**src/rtl/mem_kxn.sv**
```systemverilog
// rtl/mem_kxn.sv - W x DEPTH single-port RAM with write mask, read-during-write mode, optional output register and clear sweep
module mem_kxn #(
    parameter int              W        = 1,
    parameter int              DEPTH    = 1024,
    parameter int              AW       = $clog2(DEPTH),
    parameter int              OUT_REG  = 0,
    parameter int              RDW_MODE = 0,
    parameter logic [W-1:0]    INIT_VAL = '0
) (
    input  logic          clk,
    input  logic          rst_n,
    input  logic          clr,
    output logic          busy,
    input  logic          wr,
    input  logic          rd,
    input  logic [AW-1:0] addr,
    input  logic [W-1:0]  d_i,
    input  logic [W-1:0]  wmask,
    output logic [W-1:0]  d_o,
    output logic          d_o_vld
);

    localparam logic [AW:0]   LP_DEPTH = (AW+1)'(DEPTH);
    localparam logic [AW-1:0] LP_LAST  = AW'(DEPTH - 1);

    typedef enum logic {S_CLEAR, S_IDLE} state_t;

    state_t        r_state, w_state_nxt;
    logic [AW-1:0] r_ptr, w_ptr_nxt;
    logic [W-1:0]  r_mem [0:DEPTH-1];
    logic [W-1:0]  r_d_o;
    logic          r_vld;

    logic          w_idle_acc;
    logic          w_in_range;
    logic          w_wr_en;
    logic          w_rd_en;
    logic [W-1:0]  w_old;
    logic [W-1:0]  w_merged;
    logic [W-1:0]  w_rd_word;

    always_ff @(posedge clk or negedge rst_n) begin
        if (!rst_n) begin
            r_state <= S_CLEAR;
            r_ptr   <= '0;
        end else begin
            r_state <= w_state_nxt;
            r_ptr   <= w_ptr_nxt;
        end
    end

    always_comb begin
        w_state_nxt = r_state;
        w_ptr_nxt   = r_ptr;
        case (r_state)
            S_CLEAR: begin
                if (clr) begin
                    w_ptr_nxt = '0;
                end else if (r_ptr == LP_LAST) begin
                    w_state_nxt = S_IDLE;
                    w_ptr_nxt   = '0;
                end else begin
                    w_ptr_nxt = r_ptr + AW'(1);
                end
            end
            default: begin
                if (clr) begin
                    w_state_nxt = S_CLEAR;
                    w_ptr_nxt   = '0;
                end
            end
        endcase
    end

    assign busy       = (r_state == S_CLEAR);
    // clr wins over any same-cycle access
    assign w_idle_acc = (r_state == S_IDLE) && !clr;
    assign w_in_range = ({1'b0, addr} < LP_DEPTH);
    assign w_wr_en    = w_idle_acc && wr && w_in_range;
    assign w_rd_en    = w_idle_acc && rd;
    assign w_old      = w_in_range ? r_mem[addr] : '0;
    assign w_merged   = (w_old & ~wmask) | (d_i & wmask);

    always_comb begin
        w_rd_word = w_old;
        if (!w_in_range)
            w_rd_word = '0;
        else if ((RDW_MODE != 0) && wr)
            w_rd_word = w_merged;
    end

    // Array is deliberately left out of reset; the sweep gives it defined contents.
    always_ff @(posedge clk) begin
        if (busy)
            r_mem[r_ptr] <= INIT_VAL;
        else if (w_wr_en)
            r_mem[addr] <= w_merged;
    end

    generate
        if (OUT_REG == 0) begin : g_lat1
            always_ff @(posedge clk or negedge rst_n) begin
                if (!rst_n) begin
                    r_d_o <= '0;
                    r_vld <= 1'b0;
                end else begin
                    r_vld <= w_rd_en;
                    if (w_rd_en)
                        r_d_o <= w_rd_word;
                end
            end
        end else begin : g_lat2
            logic [W-1:0] r_p_data;
            logic         r_p_vld;
            logic         w_p_fire;

            // A result still in the pipe when a sweep starts is discarded.
            assign w_p_fire = r_p_vld && w_idle_acc;

            always_ff @(posedge clk or negedge rst_n) begin
                if (!rst_n) begin
                    r_p_data <= '0;
                    r_p_vld  <= 1'b0;
                    r_d_o    <= '0;
                    r_vld    <= 1'b0;
                end else begin
                    r_p_vld <= w_rd_en;
                    if (w_rd_en)
                        r_p_data <= w_rd_word;
                    r_vld <= w_p_fire;
                    if (w_p_fire)
                        r_d_o <= r_p_data;
                end
            end
        end
    endgenerate

    assign d_o     = r_d_o;
    assign d_o_vld = r_vld;

endmodule
```
**config.mk**
```make
export PLATFORM = sky130hd
export DESIGN_NAME = mem_kxn
export DESIGN_NICKNAME = d
export VERILOG_FILES = /design/src/rtl/mem_kxn.sv
export SDC_FILE = /design/constraint.sdc
export NUM_CORES = 1
export LEC_CHECK = 0
export BUFFER_PORTS_ARGS = -buffer_cell sky130_fd_sc_hd__buf_2
export CAP_MARGIN = 0
export CELL_PAD_IN_SITES_DETAIL_PLACEMENT = 0
export CELL_PAD_IN_SITES_GLOBAL_PLACEMENT = 1
export CORE_ASPECT_RATIO = 0.7
export CORE_MARGIN = 4
export CORE_UTILIZATION = 35
export DETAILED_ROUTE_END_ITERATION = 12
export GPL_ROUTABILITY_DRIVEN = 1
export PLACE_DENSITY = 0.64
export SYNTH_ARGS = -nofsm -noshare
export SYNTH_HDL_FRONTEND = slang
export SYNTH_SLANG_ARGS = --single-unit
```
**constraint.sdc**
```tcl
create_clock -name clk -period 29.8 [get_ports clk]
set_input_delay 0 -clock clk [delete_from_list [all_inputs] [get_ports clk]]
set_output_delay 0 -clock clk [all_outputs]
set_load 0.03 [all_outputs]
```
==> metrics <==
CTS tree yes; Hold Violations, Final 0; max-cap viol count 0; Clock Power Share 0.436; crit path kind primary input to flip-flop; Synth Area per Inst ~14 µm²; Pre-antenna DRT Iters 5; Initial Utilization 0.352; Net Sw Frac 0.217; Comb pwr share 0.040; Placer Congestion 0.792; crit end category flip-flop; vias per cell roughly 5.7; Post-DRT Antenna Nets 0; dpl ws 22.90 ns; Pleak 17.0 nW; GR Util All Layers 0.207; asr flop ratio synth 0.0125; Yosys cell types 61; type of origin of the critical path primary input; post_cts resized 0; final std cell area, no fill 50200 µm²; Least-Margin Pin Slew 1.52 ns; post-synth top area share 0.680; status complete, but fails checks; RSZ-0062 raised after global routing false; Synth area leader edfxtp_1; failing checks max-slew violations; Yosys reg bits 1037; Most used DFF post-synth edfxtp_1; number of global-route vias before repair 26.2k; Slew Limit Fails 130; CP required roughly 30 ns; crit-path max FO slightly above 300; CTS buffer count 98; Area after DPL 46800 µm²; DR DRC count 0; Die W 438 µm; number of synthesized flops with an enable pin 1024; I/O pins 20; Root Buffer clkbuf_16; final wirelength 142000 µm; Port Buf Inserts 19; Internal 0.00236 W; maximum clock rate roughly 160 MHz; via count about 28k; ranking of synthesized cells by area edfxtp_1 (68%), mux4_2 (12%), nor2_1 (9.0%), clkbuf_1 (1.5%), mux2i_1 (1.5%); share of cells above drive strength 1 0.160; routed wl met3 13500 µm; row cnt 110; worst setup margin between 20 and 25 ns; GR Overflow Total 0; crit path DAT 6.63 ns; Mapped Nets 3199; DR WL met2 59700 µm; Reg power frac 0.523; Post-Route Skew 0.0391 ns; final critical-path required period 6.36 ns; yosys warns 0; first-pass GRT wire length ~200000 µm; commonest non-fill, non-tap cell in the layout nor2_1; Syn-to-layout area delta 10.9%; area of the core 128000 µm²; post-synthesis sequential area ratio 0.687; antenna violations before repair 6; P_sw 0.000655 W; Total Neg Setup Slack 0 ns; maximum vdd drop 0.0000452 V; Synth Cell Area 45200 µm²; initial DRC count 4286; Clock Pin Slew Worst Setup and Hold Paths ~0.06 ns; Met1 Wirelength between 60000 and 70000 µm; H-tree lvl count 3; Power Dens Cells 60.1 nW/µm²; Max clock buf depth 3; # fillers between 10k and 15k; placed insts 4692; Post-Syn Instances about 3.2k; largest net degree at the start of global routing 309; slew margin rel. -0.0159; Final HPWL DP 71900 µm; setup violators final 0; Layout Cells excl Fill 4879; Chip Height between 300 and 400 µm; period utilization 0.213; Top Layer Used met4; most frequent cells in the layout nor2_1 (1083), edfxtp_1 (1024), mux4_2 (237); Hold Crit Class primary input to flip-flop; Die ar. between 100000 and 150000 µm²; drt wl/cell 29.0 µm; Net count, final 3079; clk sink count around 1.0k; Clk Latency, worst-skew pair 0.72 ns
## per-layer routing
layer / up-vias / global-route usage
li1: 11448 / -
met1: 14873 / 0.325
met2: 1327 / 0.293
met3: 181 / 0.0420
met4: 0 / 0.0497
met5: - / 0
## critical path: stages
cell and delay (ns):
buf_8 0.50, buf_12 0.55, nand3b_1 0.41, o22ai_1 0.15, o41ai_1 0.76, o21ai_0 0.42
a311o_1 0.44, a211o_1 0.27, o211ai_1 0.13, o311a_4 0.83, buf_12 0.83, buf_12 0.59
## synth_stat cells, types with 5 or more instances
master,number
a21oi_1,13
mux2_2,11
o31ai_1,5
a211oi_1,8
buf_6,13
and3_1,9
nor2b_1,15
o22ai_1,39
nor4_1,7
nand3b_1,7
a22oi_1,16
inv_1,6
a31oi_1,19
nand2_1,139
o21ai_0,19
nor2_1,1083
o221ai_1,17
mux4_2,237
a311oi_1,7
edfxtp_1,1024
nand4_1,5
nor3_1,21
o211ai_1,8
nand3_1,20
o21ai_1,6
dfrtp_1,13
or3b_2,5
buf_2,70
buf_4,23
clkbuf_1,181
nand2b_1,15
and2_1,8
mux2i_1,67
## path summary, 6_finish.rpt
kind                              from          to  slack (ns)  cells past startpoint
min                                clr    r_ptr[4]        0.10                      3
min in group asynchronous        rst_n         d_o        0.48                      3
max in group asynchronous        rst_n    r_ptr[8]       28.81                      3
max reg2reg                r_mem[1001]  r_mem[687]       23.74                     10
min reg2reg                        d_o         d_o        0.53                      1
max                            addr[0]  r_mem[687]       23.44                     12
## state kept, by name, indices dropped and copies added, names as in the netlist
name,count
d_o,1
d_o_vld,1
r_mem,1024
r_ptr,10
r_state,1
## logic make-up (layout without fill, tap and decap cells)
group	count (synthesis)	count (layout)	share of synthesized area
muxes	315	315	0.136
AOI/OAI and AO/OA	181	181	0.0280
and+or+nand+nor	1345	1345	0.118
adders and majority gates	1	1	0.000277
other	0	1	0
buffers and inverters	299	260	0.0308
xor gates and xnor gates	3	3	0.000581
DFF	1037	1037	0.687
## area by class of cell
type	count	area [µm²]	share of cell area
diodes	1	2.50	0.0000499
clock buffers	118	2610	0.0521
clock inverters	63	667	0.0133
inverters	10	37.5	0.000748
multi-input cells	1845	13000	0.259
flip-flops and latches	1037	31100	0.619
well taps	1736	2170	0.0433
repair buffers	69	599	0.0119
## power groups by stage
stage                     registers (W)  logic (W)  clock network, W
after CTS                       0.00158   0.000120           0.00134
final                           0.00158   0.000122           0.00132
after global routing            0.00158   0.000125           0.00140
after global placement          0.00161   0.000120                 0
after detailed placement        0.00161   0.000120                 0
after floorplan                 0.00161  0.0000717                 0
## stage by stage
step                       util  power, W  hold WS, ns
after floorplan               -   0.00168       -0.296
after global placement    0.365   0.00173      -0.0566
after detailed placement  0.365   0.00173      -0.0537
after CTS                 0.391   0.00304       0.0579
after global routing      0.391   0.00310        0.107
final                     0.391   0.00302        0.102
## what timing repair did
item	4_1_cts	5_1_grt
buffers inserted	0	0
hold buffers	5	0
hold endpoints to repair	26	0
Power figures use the tool's default switching activity.
